--- config.mk ---
export PLATFORM = sky130hd
export DESIGN_NAME = pll_reset_sequencer
export DESIGN_NICKNAME = d
export VERILOG_FILES = /design/src/rtl/pll_reset_sequencer.sv
export SDC_FILE = /design/constraint.sdc
export NUM_CORES = 1
export LEC_CHECK = 0
export ABC_AREA = 1
export ABC_CLOCK_PERIOD_IN_PS = 5200
export CAP_MARGIN = 10
export CORE_MARGIN = 5
export CORE_UTILIZATION = 45
export DETAILED_ROUTE_END_ITERATION = 16
export PLACE_DENSITY = 0.67
export SYNTH_ARGS = -nofsm -noshare
export SYNTH_HDL_FRONTEND = slang
export SYNTH_SLANG_ARGS = --single-unit
--- constraint.sdc ---
create_clock -name CLKIN -period 5.2 [get_ports CLKIN]
set_input_delay 0.78 -clock CLKIN [delete_from_list [all_inputs] [get_ports CLKIN]]
set_output_delay 0.78 -clock CLKIN [all_outputs]
set_load 0.03 [all_outputs]
--- src/rtl/pll_reset_sequencer.sv ---
// Power-up sequencer: pulses the PLL reset, waits for a stable lock, then
// releases the 200 MHz logic reset followed by the 400 MHz TDC reset.
module pll_reset_sequencer #(
  parameter int unsigned PLL_RST_CYCLES = 16,
  parameter int unsigned LOCK_TIMEOUT   = 20000,
  parameter int unsigned LOCK_STABLE    = 1024,
  parameter int unsigned STAGE_GAP      = 16
) (
  input  logic       CLKIN,
  input  logic       RESETN,
  input  logic       LOCKED,
  output logic       PLL_RST,
  output logic       LOGIC_RSTN,
  output logic       TDC_RSTN,
  output logic       READY,
  output logic [7:0] LOSS_CNT,
  output logic [7:0] RETRY_CNT,
  output logic [2:0] STATE
);

  typedef enum logic [2:0] {
    S_PLLRST   = 3'd0,
    S_WAITLOCK = 3'd1,
    S_STABLE   = 3'd2,
    S_REL      = 3'd3,
    S_RUN      = 3'd4
  } state_t;

  localparam logic [15:0] PLL_RST_LAST = 16'(PLL_RST_CYCLES - 1);
  localparam logic [15:0] TIMEOUT_LAST = 16'(LOCK_TIMEOUT - 1);
  localparam logic [15:0] STABLE_LAST  = 16'(LOCK_STABLE - 1);
  localparam logic [15:0] GAP_LAST     = 16'(STAGE_GAP - 1);

  state_t      state_q, state_d;
  logic [15:0] cnt_q, cnt_d;
  logic [1:0]  sync_q, sync_d;
  logic        pll_rst_q, pll_rst_d;
  logic        logic_rstn_q, logic_rstn_d;
  logic        tdc_rstn_q, tdc_rstn_d;
  logic        ready_q, ready_d;
  logic [7:0]  loss_cnt_q, loss_cnt_d;
  logic [7:0]  retry_cnt_q, retry_cnt_d;
  logic        lock_s;

  // LOCKED is asynchronous; only the second synchronizer stage is ever used.
  assign sync_d = {sync_q[0], LOCKED};
  assign lock_s = sync_q[1];

  always_comb begin
    state_d     = state_q;
    loss_cnt_d  = loss_cnt_q;
    retry_cnt_d = retry_cnt_q;
    case (state_q)
      S_PLLRST: begin
        if (cnt_q == PLL_RST_LAST) state_d = S_WAITLOCK;
      end
      S_WAITLOCK: begin
        if (lock_s) begin
          state_d = S_STABLE;
        end else if (cnt_q == TIMEOUT_LAST) begin
          state_d = S_PLLRST;
          if (retry_cnt_q != 8'hff) retry_cnt_d = retry_cnt_q + 8'd1;
        end
      end
      S_STABLE: begin
        if (!lock_s)                     state_d = S_WAITLOCK;
        else if (cnt_q == STABLE_LAST)   state_d = S_REL;
      end
      S_REL, S_RUN: begin
        // A lock loss beats the stage-gap completion in S_REL.
        if (!lock_s) begin
          state_d = S_PLLRST;
          if (loss_cnt_q != 8'hff) loss_cnt_d = loss_cnt_q + 8'd1;
        end else if (state_q == S_REL && cnt_q == GAP_LAST) begin
          state_d = S_RUN;
        end
      end
      default: state_d = S_PLLRST;
    endcase
  end

  always_comb begin
    cnt_d        = (state_d != state_q) ? 16'd0 : cnt_q + 16'd1;
    // Outputs are decoded from the next state so they move on the same edge.
    pll_rst_d    = (state_d == S_PLLRST);
    logic_rstn_d = (state_d == S_REL) || (state_d == S_RUN);
    tdc_rstn_d   = (state_d == S_RUN);
    ready_d      = (state_d == S_RUN);
  end

  always_ff @(posedge CLKIN) begin
    if (!RESETN) begin
      state_q      <= S_PLLRST;
      cnt_q        <= 16'd0;
      sync_q       <= 2'b00;
      pll_rst_q    <= 1'b1;
      logic_rstn_q <= 1'b0;
      tdc_rstn_q   <= 1'b0;
      ready_q      <= 1'b0;
      loss_cnt_q   <= 8'd0;
      retry_cnt_q  <= 8'd0;
    end else begin
      state_q      <= state_d;
      cnt_q        <= cnt_d;
      sync_q       <= sync_d;
      pll_rst_q    <= pll_rst_d;
      logic_rstn_q <= logic_rstn_d;
      tdc_rstn_q   <= tdc_rstn_d;
      ready_q      <= ready_d;
      loss_cnt_q   <= loss_cnt_d;
      retry_cnt_q  <= retry_cnt_d;
    end
  end

  assign PLL_RST    = pll_rst_q;
  assign LOGIC_RSTN = logic_rstn_q;
  assign TDC_RSTN   = tdc_rstn_q;
  assign READY      = ready_q;
  assign LOSS_CNT   = loss_cnt_q;
  assign RETRY_CNT  = retry_cnt_q;
  assign STATE      = state_q;

endmodule
==> summary by stage <==
Outcome
The flow ran to the end, and the final reports show no timing, DRC or antenna violations.

Final layout
The number of diodes added for antenna fixing is 0. The finished layout holds 373 standard cells, fillers aside. Of the cells placed in the final design, the portion with a size suffix greater than 1 is 0.122.

Counting the fill cells in the layout gives 467. After the last flow step, the layout net total stands at 324. The post-synthesis to final-layout area growth is 17.7%.

Setup path
STA classifies the critical path endpoint as an output port. Data on the critical path is required at its endpoint by 4.42 ns. The worst setup path is launched from a register. The maximum fanout encountered on the critical timing path is 10. Across all register-to-register paths, the minimum setup slack is 3.32 ns. Broken down by cell family, the worst path's largest delay share belongs to buffers and inverters. The path depth of the worst reg2reg path is 10. The reg-to-reg critical path startpoint is cnt_q[0]$_SDFF_PP0_. The slowest stage of the critical path belongs to the cell sky130_fd_sc_hd__clkdlybuf4s50_1. The destination of the worst register-to-register timing path is cnt_q[4]$_SDFF_PP0_.

In this run the number of cells on the critical path is 1. Together, buffers and inverters on the worst path number 1. In this design, the stage delay of the slowest critical-path cell is 0.74 ns.

Traced cell by cell, the critical path runs through clkdlybuf4s50_1. Data on the critical path arrives at its endpoint at 1.57 ns. The critical path in this run is classified as register to output port.

Placement
At the placement stage, the worst setup path has a slack of 2.71 ns. Once placement completed, the tool counted placed cells totaling 365. Port buffering added 25 buffers. The final RePlAce weighted congestion is 0.809. Once detailed placement completed, the half-perimeter wirelength came to 3070 µm.

Yosys
The net count after synthesis is 296. The synthesis warning total is 0. The number of flops mapped to enable cells by yosys is 0. Of the synthesized area, sequential elements account for 0.370.

The most used flip-flop cell after synthesis is sky130_fd_sc_hd__dfxtp_1. By count the netlist is led by sky130_fd_sc_hd__nand2_1 (55), sky130_fd_sc_hd__dfxtp_1 (40), sky130_fd_sc_hd__nor2_1 (35). The number of different library cells used by synthesis comes to 31. The largest total area in the synthesized netlist belongs to sky130_fd_sc_hd__dfxtp_1. In the synthesized netlist the async set-or-reset flop fraction comes to 0. In the post-synthesis netlist, the biggest area contributors are sky130_fd_sc_hd__dfxtp_1 (37%), sky130_fd_sc_hd__nand2_1 (9.5%), sky130_fd_sc_hd__nor2_4 (6.2%).

The most frequently used cell type in the post-synthesis netlist is sky130_fd_sc_hd__nand2_1. The instance count of the mapped netlist is 290. The average cell area after synthesis is 7.47 µm². The mapped netlist covers 0.00217 mm². The top cell type's share of synthesized area is 0.370. The number of synthesized register bits is 40.

Global route
Entering global routing, the biggest net connects 17 pins. Summed over all layers, the global routing overflow is 0. The number of antenna violations at the first check in global routing is 0. The first global-routing pass estimated 7450 µm of wire. For this run, the total global-route usage over all layers was measured as 0.147. The via count of the first global-routing pass is 1778.

Detailed routing
The DRC violations left is 0. The number of vias after detailed routing is 1810. The per-cell routed wire length is 10.8 µm. Dividing the detail-routed via count by the number of cells gives 4.85. In this run the remaining antenna-violating nets after routing total 0. The first routing iteration left 72 violations. For this run, the detailed router's first-pass iteration total came to 4.

The overall routed net length is 4020 µm.

Clock tree
In this run the post-CTS setup repair buffer count came out at 0. The H-tree was split into 2 levels. The clock-pin slew on the worst setup and hold paths is 0.08 ns. TritonCTS created 5 clock buffers. The maximum buffer depth of the clock tree is 2. The clock reaches the later pin of the worst-skew pair after 0.28 ns. In this run, post-CTS hold repair placed 0 buffers. TritonCTS built the clock tree. The clock net sink count is 40.

The post-cts resize count is 0. The root buffer cell chosen for the clock tree is sky130_fd_sc_hd__clkbuf_8.

STA
The largest clock skew in the final design is 0.0101 ns. After routing, the total negative slack on setup checks comes to 0 ns. The shortest clock period the worst path allows after layout is 2.35 ns. Based on the critical path, the design can be clocked at up to 426 MHz.

The final worst-path cycle share is 0.451. The max-slew violation count is 0. The number of setup violations in the final report is 0.

At the pin with the least slew margin, the transition time is 0.500 ns. Setup repair after global routing left no endpoint under its margin. The worst slew slack as a fraction of its limit is 0.665. The final hold violation count came to 0. The worst path setup slack after routing is 2.85 ns.

Power and ir drop
After layout, the design draws a total of 0.572 mW. In this run the power density over the cells is 225 mW/mm². For this design the static power due to leakage is 0.989 nW. The maximum resistive drop on vdd is 150 µV.

Floorplanning
The floorplan step defined a die boundary enclosing 0.00630 mm². The vertical die dimension is 79.4 µm. The initialized floorplan defines 25 standard-cell rows. The horizontal extent of the die is 79.4 µm. For this configuration, the core starts out at a cell density of 0.462. The core region is 0.00469 mm². The count of pins on the block boundary is 26.

Run
The number of max-cap violations is 0.

Min path
The path category of the worst min-delay check is register to register. The path with the worst hold slack has its endpoint at sync_q[1]$_SDFF_PN0_. The count of cells along the worst hold path is 2.

The worst hold path begins at sync_q[0]$_SDFF_PN0_.
[worst max-delay path by stage]
stage,start,to
after floorplan,STATE[0]$_SDFF_PN0_,cnt_q[13]$_SDFF_PP0_
after global placement,RESETN,cnt_q[4]$_SDFF_PP0_
after detailed placement,RESETN,cnt_q[3]$_SDFF_PP0_
after CTS,STATE[0]$_SDFF_PN0_,STATE[0]
after global routing,STATE[0]$_SDFF_PN0_,STATE[0]
final,STATE[0]$_SDFF_PN0_,STATE[0]
[cell usage in the layout, fill, tap and decap left out, drive strengths merged]
cell | netlist | routed
nand4 | 12 | 12
xor2 | 15 | 15
ha | 3 | 3
nand2 | 57 | 57
nor3 | 11 | 11
o21ai | 10 | 10
dfxtp | 40 | 40
nand3 | 21 | 21
clkbuf | 1 | 6
nor4 | 2 | 2
clkinv | 1 | 2
nand3b | 1 | 1
nor2 | 54 | 54
a31oi | 1 | 1
inv | 37 | 37
bufinv | 0 | 1
o21a | 1 | 1
nor2b | 1 | 1
clkdlybuf4s50 | 0 | 25
xnor2 | 6 | 6
a21oi | 13 | 13
[sequential cells by signal (all words and copies together) (netlist names)]
name / count
PLL_RST: 1
LOSS_CNT: 8
READY: 1
sync_q: 2
cnt_q: 16
LOGIC_RSTN: 1
RETRY_CNT: 8
STATE: 3
[logic make-up after synthesis]
family	synth area share
buf+inv	0.0855
fa+ha+maj	0.0173
simple gates	0.378
compound gates	0.0641
xor+xnor	0.0849
flops	0.370
[area by class of cell]
type                    count  area [µm²]  area share
multi-input cells         208        1180       0.463
flip-flops and latches     40         801       0.314
repair buffers             25         250      0.0982
inverters                  38         143      0.0560
clock buffers               6        72.6      0.0285
well taps                  54        67.6      0.0265
clock inverters             2        35.0      0.0137
[power by group]
| group | total (mW) | leakage (nW) | internal [mW] | switching [mW] |
|---|---|---|---|---|
| sequential | 0.311 | 0.323 | 0.309 | 0.00207 |
| clock | 0.245 | 0.0552 | 0.142 | 0.102 |
| combinational | 0.0166 | 0.611 | 0.00544 | 0.0112 |
| total | 0.572 | 0.989 | 0.457 | 0.116 |
[stage by stage]
step,area [µm²],hold slack (ns),utilization
6_report,2550,0.416,0.543
5_1_grt,2550,0.460,0.543
4_1_cts,2550,0.413,0.543
3_5_place_dp,2440,0.396,0.520
3_3_place_gp,2440,0.394,0.520
2_1_floorplan,2170,0.390,-
[routing by layer]
layer  share of wire  track usage  up-vias
li1                -            -      987
met1            0.49        0.181      792
met2            0.47        0.246       24
met3           0.026       0.0327        7
met4           0.015       0.0619        0
met5               0            0        -
Note: power is estimated with default switching activity, not from simulation.
